`src/rtl/sdram_frame_arbiter.sv`:
```
// Full-page burst scheduler between the camera/display pixel FIFOs and the SDRAM controller.
// Optional sticky protocol-error flags are built only when FRAME_ARB_ERR_EN is defined.
module sdram_frame_arbiter #(
    parameter int unsigned BURST_LEN    = 512,
    parameter int unsigned FRAME_BURSTS = 600,
    parameter int unsigned WR_URGENT    = 1536,
    parameter int unsigned LVL_W        = 12
) (
    input  logic             clk,
    input  logic             rst_n,
    input  logic             cam_vsync,
    input  logic             disp_vsync,
    input  logic             rd_enable,
    input  logic [LVL_W-1:0] wr_fifo_level,
    input  logic [15:0]      wr_fifo_data,
    output logic             wr_fifo_rd_en,
    input  logic [LVL_W-1:0] rd_fifo_space,
    output logic             rd_fifo_wr_en,
    output logic [15:0]      rd_fifo_data,
    input  logic             ctl_ready,
    output logic             ctl_rw_en,
    output logic             ctl_rw,
    output logic [14:0]      ctl_f_addr,
    output logic [15:0]      ctl_f2s_data,
    input  logic             ctl_f2s_data_valid,
    input  logic [15:0]      ctl_s2f_data,
    input  logic             ctl_s2f_data_valid,
    output logic             err_underrun,
    output logic             err_stray
);

    typedef enum logic [2:0] {
        IDLE,
        REQ,
        XFER_WR,
        XFER_RD,
        GAP
    } state_t;

    localparam logic [LVL_W-1:0] LVL_BURST  = LVL_W'(BURST_LEN);
    localparam logic [LVL_W-1:0] LVL_URGENT = LVL_W'(WR_URGENT);
    localparam logic [9:0]       LAST_BEAT  = 10'(BURST_LEN - 1);
    localparam logic [14:0]      LAST_IDX   = 15'(FRAME_BURSTS - 1);

    state_t      state_q, state_d;
    logic        rw_q, rw_d;
    logic [14:0] addr_q, addr_d;
    logic [9:0]  beat_q, beat_d;
    logic [14:0] wr_idx_q, wr_idx_d;
    logic [14:0] rd_idx_q, rd_idx_d;
    logic        wr_rs_q, wr_rs_d;
    logic        rd_rs_q, rd_rs_d;

    logic wr_ok, rd_ok, wr_urgent;

    assign wr_ok     = wr_fifo_level >= LVL_BURST;
    assign wr_urgent = wr_ok && (wr_fifo_level >= LVL_URGENT);
    assign rd_ok     = rd_enable && (rd_fifo_space >= LVL_BURST);

    assign ctl_rw       = rw_q;
    assign ctl_f_addr   = addr_q;
    assign ctl_f2s_data = wr_fifo_data;
    assign rd_fifo_data = ctl_s2f_data;

    function automatic logic [14:0] idx_next(input logic [14:0] idx);
        return (idx == LAST_IDX) ? '0 : idx + 15'd1;
    endfunction

    always_ff @(posedge clk or negedge rst_n) begin
        if (!rst_n) begin
            state_q  <= IDLE;
            rw_q     <= 1'b0;
            addr_q   <= '0;
            beat_q   <= '0;
            wr_idx_q <= '0;
            rd_idx_q <= '0;
            wr_rs_q  <= 1'b0;
            rd_rs_q  <= 1'b0;
        end else begin
            state_q  <= state_d;
            rw_q     <= rw_d;
            addr_q   <= addr_d;
            beat_q   <= beat_d;
            wr_idx_q <= wr_idx_d;
            rd_idx_q <= rd_idx_d;
            wr_rs_q  <= wr_rs_d;
            rd_rs_q  <= rd_rs_d;
        end
    end

    always_comb begin
        state_d       = state_q;
        rw_d          = rw_q;
        addr_d        = addr_q;
        beat_d        = beat_q;
        wr_idx_d      = wr_idx_q;
        rd_idx_d      = rd_idx_q;
        wr_rs_d       = wr_rs_q | cam_vsync;
        rd_rs_d       = rd_rs_q | disp_vsync;
        ctl_rw_en     = 1'b0;
        wr_fifo_rd_en = 1'b0;
        rd_fifo_wr_en = 1'b0;

        unique case (state_q)
            IDLE: begin
                // A pending resync zeroes the index and also feeds the address chosen this cycle.
                if (wr_rs_q) begin
                    wr_idx_d = '0;
                    wr_rs_d  = cam_vsync;
                end
                if (rd_rs_q) begin
                    rd_idx_d = '0;
                    rd_rs_d  = disp_vsync;
                end
                if (wr_urgent) begin
                    rw_d    = 1'b0;
                    addr_d  = wr_rs_q ? '0 : wr_idx_q;
                    state_d = REQ;
                end else if (rd_ok) begin
                    rw_d    = 1'b1;
                    addr_d  = rd_rs_q ? '0 : rd_idx_q;
                    state_d = REQ;
                end else if (wr_ok) begin
                    rw_d    = 1'b0;
                    addr_d  = wr_rs_q ? '0 : wr_idx_q;
                    state_d = REQ;
                end
            end
            REQ: begin
                if (ctl_ready) begin
                    ctl_rw_en = 1'b1;
                    state_d   = rw_q ? XFER_RD : XFER_WR;
                end
            end
            XFER_WR: begin
                wr_fifo_rd_en = ctl_f2s_data_valid;
                if (ctl_f2s_data_valid) begin
                    if (beat_q == LAST_BEAT) begin
                        beat_d  = '0;
                        state_d = GAP;
                    end else begin
                        beat_d = beat_q + 10'd1;
                    end
                end
            end
            XFER_RD: begin
                rd_fifo_wr_en = ctl_s2f_data_valid;
                if (ctl_s2f_data_valid) begin
                    if (beat_q == LAST_BEAT) begin
                        beat_d  = '0;
                        state_d = GAP;
                    end else begin
                        beat_d = beat_q + 10'd1;
                    end
                end
            end
            GAP: begin
                // Index advance for the finished burst happens here so a resync can override it.
                state_d = IDLE;
                if (wr_rs_q) begin
                    wr_idx_d = '0;
                    wr_rs_d  = cam_vsync;
                end else if (!rw_q) begin
                    wr_idx_d = idx_next(wr_idx_q);
                end
                if (rd_rs_q) begin
                    rd_idx_d = '0;
                    rd_rs_d  = disp_vsync;
                end else if (rw_q) begin
                    rd_idx_d = idx_next(rd_idx_q);
                end
            end
            default: state_d = IDLE;
        endcase
    end

`ifdef FRAME_ARB_ERR_EN
    logic err_underrun_q, err_stray_q;

    always_ff @(posedge clk or negedge rst_n) begin
        if (!rst_n) begin
            err_underrun_q <= 1'b0;
            err_stray_q    <= 1'b0;
        end else begin
            if (ctl_f2s_data_valid && (wr_fifo_level == '0)) begin
                err_underrun_q <= 1'b1;
            end
            if ((ctl_s2f_data_valid && (state_q != XFER_RD)) ||
                (ctl_f2s_data_valid && (state_q != XFER_WR))) begin
                err_stray_q <= 1'b1;
            end
        end
    end

    assign err_underrun = err_underrun_q;
    assign err_stray    = err_stray_q;
`else
    assign err_underrun = 1'b0;
    assign err_stray    = 1'b0;
`endif

endmodule

```
`config.mk`:
```
export PLATFORM = sky130hd
export DESIGN_NAME = sdram_frame_arbiter
export DESIGN_NICKNAME = d
export VERILOG_FILES = /design/src/rtl/sdram_frame_arbiter.sv
export SDC_FILE = /design/constraint.sdc
export NUM_CORES = 1
export LEC_CHECK = 0
export CORE_ASPECT_RATIO = 1.25
export CORE_MARGIN = 1.5
export CORE_UTILIZATION = 45
export DETAILED_ROUTE_END_ITERATION = 8
export GPL_TIMING_DRIVEN = 0
export MAX_ROUTING_LAYER = met4
export PLACE_DENSITY = 0.88
export SLEW_MARGIN = 10
export SYNTH_ARGS = -nofsm -noshare
export SYNTH_HDL_FRONTEND = slang
export SYNTH_SLANG_ARGS = --single-unit
export TNS_END_PERCENT = 30
```
`constraint.sdc`:
```
create_clock -name clk -period 2.4 [get_ports clk]
set_input_delay 0.36 -clock clk [delete_from_list [all_inputs] [get_ports clk]]
set_output_delay 0.36 -clock clk [all_outputs]
set_load 0.03 [all_outputs]
```
==> impl_metrics.env <==
export IMPL_grt_pass1_wl_um=16310
export IMPL_async_flop_share_pct=100.0
export IMPL_cp_end_kind="primary output"
export IMPL_slew_headroom_pct=48.31
export IMPL_synth_top_family_by_area="simple AND/OR/NAND/NOR gates"
export IMPL_worstPathMaxFanout=8
export IMPL_cap_violations=0
export IMPL_ys_seq_elements=61
export IMPL_hold_viol=0
export IMPL_cts_root_buf="clkbuf_8"
export IMPL_areaGrowthSynthToFinish_pct=25.96
export IMPL_synth_cells=420
export IMPL_synth_edf_count=0
export IMPL_start_util_pct=47.06
export IMPL_r2r_start="state_q[0]$_DFFE_PN0P_"
export IMPL_max_freq_ghz=0.4417
export IMPL_layout_common_cells="clkdlybuf4s50_1 (63), dfrtp_1 (61), a31oi_1 (39)"
export IMPL_wl_um=9806
export IMPL_portBuffers=64
export IMPL_dp_slack_ps=195.3
export IMPL_netlist_cell_type_count=55
export IMPL_total_power_mw=3.746
export IMPL_final_common_cell="clkdlybuf4s50_1"
export IMPL_cts_tree="yes"
export IMPL_p_per_area_mw_per_mm2=797.1
export IMPL_vias=3562
export IMPL_numCtsBuffers=9
export IMPL_grt_max_degree=62
export IMPL_drv_slew=0
export IMPL_worstPathCellList="nand2b_1 > nor2_1 > clkdlybuf4s50_1"
export IMPL_pin_count=117
export IMPL_grt_overflow=0
export IMPL_ant_nets=0
export IMPL_muxShareOfSynthArea_pct=0.8384
export IMPL_synth_compound_area_share_pct=14.82
export IMPL_row_count=36
export IMPL_power_leakage_nw=1.796
export IMPL_place_gp_congestion=0.9069
export IMPL_yosys_area_share_simple_pct=30.35
export IMPL_cts_sinks=61
export IMPL_path_class="flip-flop to primary output"
export IMPL_cp_required_ps=2040
export IMPL_placement_cell_area_mm2=0.004492
export IMPL_irDropWorstVdd_v=0.0009589
export IMPL_min_path_type="input port to asynchronous set/reset pin"
export IMPL_finalSetupViolations=0
export IMPL_ys_warn_count=0
export IMPL_final_util_pct=59.28
export IMPL_fin_ws_ps=136.2
export IMPL_arrival_ps=1900
export IMPL_wl_per_cell_um=16.45
export IMPL_finalSetupTns_ps=0
export IMPL_yosys_top_cells_area="dfrtp_1 (41%), buf_4 (7.2%), a31oi_1 (6.5%)"
export IMPL_synth_seq_area_share_pct=40.91
export IMPL_grt_pass1_vias=3414
export IMPL_worst_setup_path_start_kind="flip-flop"
export IMPL_synth_fa_ha_area_share_pct=1.006
export IMPL_clock_latency_ps=350
export IMPL_antenna_found_initial=0
export IMPL_drcViolationCount=0
export IMPL_finClkSkew_ps=15.57
export IMPL_die_h_um=104.8
export IMPL_clk_path_buf_depth=2
export IMPL_cts_max_level=3
export IMPL_grt_usage_pct=23.51
export IMPL_fp_dieArea_mm2=0.008850
export IMPL_design_area_mm2=0.004700
export IMPL_netlist_area_leader_share_pct=40.91
export IMPL_firstDrtPassIters=6
export IMPL_fin_crit_sh_pct=94.32
export IMPL_cts_hold_buffers=0
export IMPL_drive_gt1_share_pct=14.97
export IMPL_syn_area_per_cell_um2=8.884
export IMPL_synthXorXnorAreaFrac_pct=1.174
export IMPL_rsz0062_at_grt="no"
export IMPL_synth_area_mm2=0.003731
export IMPL_r2r_cells=5
export IMPL_nets=563
export IMPL_hpwl_um=7214
export IMPL_cts_resized=0
export IMPL_n_antenna_cell=0
export IMPL_post_cts_buffers=0
export IMPL_via_per_inst=5.977
export IMPL_drt_iter0_markers=347
export IMPL_slowest_stage="clkdlybuf4s50_1"
export IMPL_ys_flop_type="dfrtp_1"
export IMPL_status="completed"
export IMPL_cpPeakStageDelay_ps=680
export IMPL_path_clk_slew_ps=90
export IMPL_coreArea_mm2=0.007928
export IMPL_die_width_um=84.45
export IMPL_worstMarginPinSlew_ps=775.4
export IMPL_critPathLaunch="state_q[2]$_DFFE_PN0P_"
export IMPL_period_minus_slack_ps=2264
export IMPL_synth_top_area_cell="dfrtp_1"
## path summary, 6_finish.rpt
kind,to,slack (ps)
worst max-delay path,wr_fifo_rd_en,140
worst min-delay path,ctl_f_addr[7]$_DFFE_PN0P_,90
worst max register to register,ctl_rw$_DFFE_PN0P_,400
worst min register to register,beat_q[4]$_DFFE_PN0P_,490
max in group asynchronous,rd_idx_q[3]$_DFFE_PN0P_,1800
min in group clk,beat_q[4]$_DFFE_PN0P_,490
## final cells by class
cell class | instances | area (um2)
multi-input cells | 290 | 1805
fillers | 706 | 3228
repair buffers | 64 | 638.1
well taps | 95 | 118.9
flip-flops and latches | 61 | 1526
inverters | 14 | 52.55
plain buffers | 56 | 350.3
clock buffers | 9 | 123.9
clock inverters | 7 | 83.83
## registers in the layout, summed over array words and instances (netlist names)
name and flops:
ctl_rw 1, rd_rs_q 1, state_q 3, ctl_f_addr 15, rd_idx_q 15, wr_idx_q 15
wr_rs_q 1, beat_q 10
## cell families (layout without fill, tap and decap cells)
family / count (synthesis) / after routing
AOI/OAI and AO/OA: 85 / 85
xor gates and xnor gates: 5 / 5
adders and majority gates: 3 / 3
buffers and inverters: 70 / 150
DFF: 61 / 61
muxes: 3 / 3
other: 1 / 2
and+or+nand+nor: 192 / 192
## metal layers
layer,vias to the layer above,track usage [%],wire [um]
li1,1666,-,-
met1,1723,29.11,4191
met4,0,11.29,330
met3,25,4.107,536
met2,148,37.31,4746
met5,-,-,0
## synth_stat cells, types with 9 or more instances
library cell	count
a31oi_1	39
nand4_1	14
o21ai_0	11
inv_1	14
nand2_1	31
nand3_1	20
buf_4	36
clkbuf_1	15
nand3b_1	23
or3_1	9
nor2_1	28
or3b_2	10
nor4_1	10
dfrtp_1	61
## worst max-delay path, delay by kind of cell, from the launching register on
kind	cells	cell delay, ps
buffers and inverters	1	680
flip-flops	1	480
AND/OR/NAND/NOR	2	400
## through the flow
stage	hold slack, ps	cells
3_3_place_gp	453.1	580
3_5_place_dp	471.5	580
4_1_cts	113.1	596
5_1_grt	141.2	596
2_1_floorplan	64.41	421
6_report	87.28	596
## power by group
group	switching [mW]	total, mW	internal, mW	leakage, nW
Sequential	0.173	1.41	1.24	0.794
Clock	0.467	0.962	0.495	0.102
Combinational	0.807	1.37	0.568	0.901
Total	1.45	3.75	2.30	1.80
Note: power is estimated with default switching activity, not from simulation.
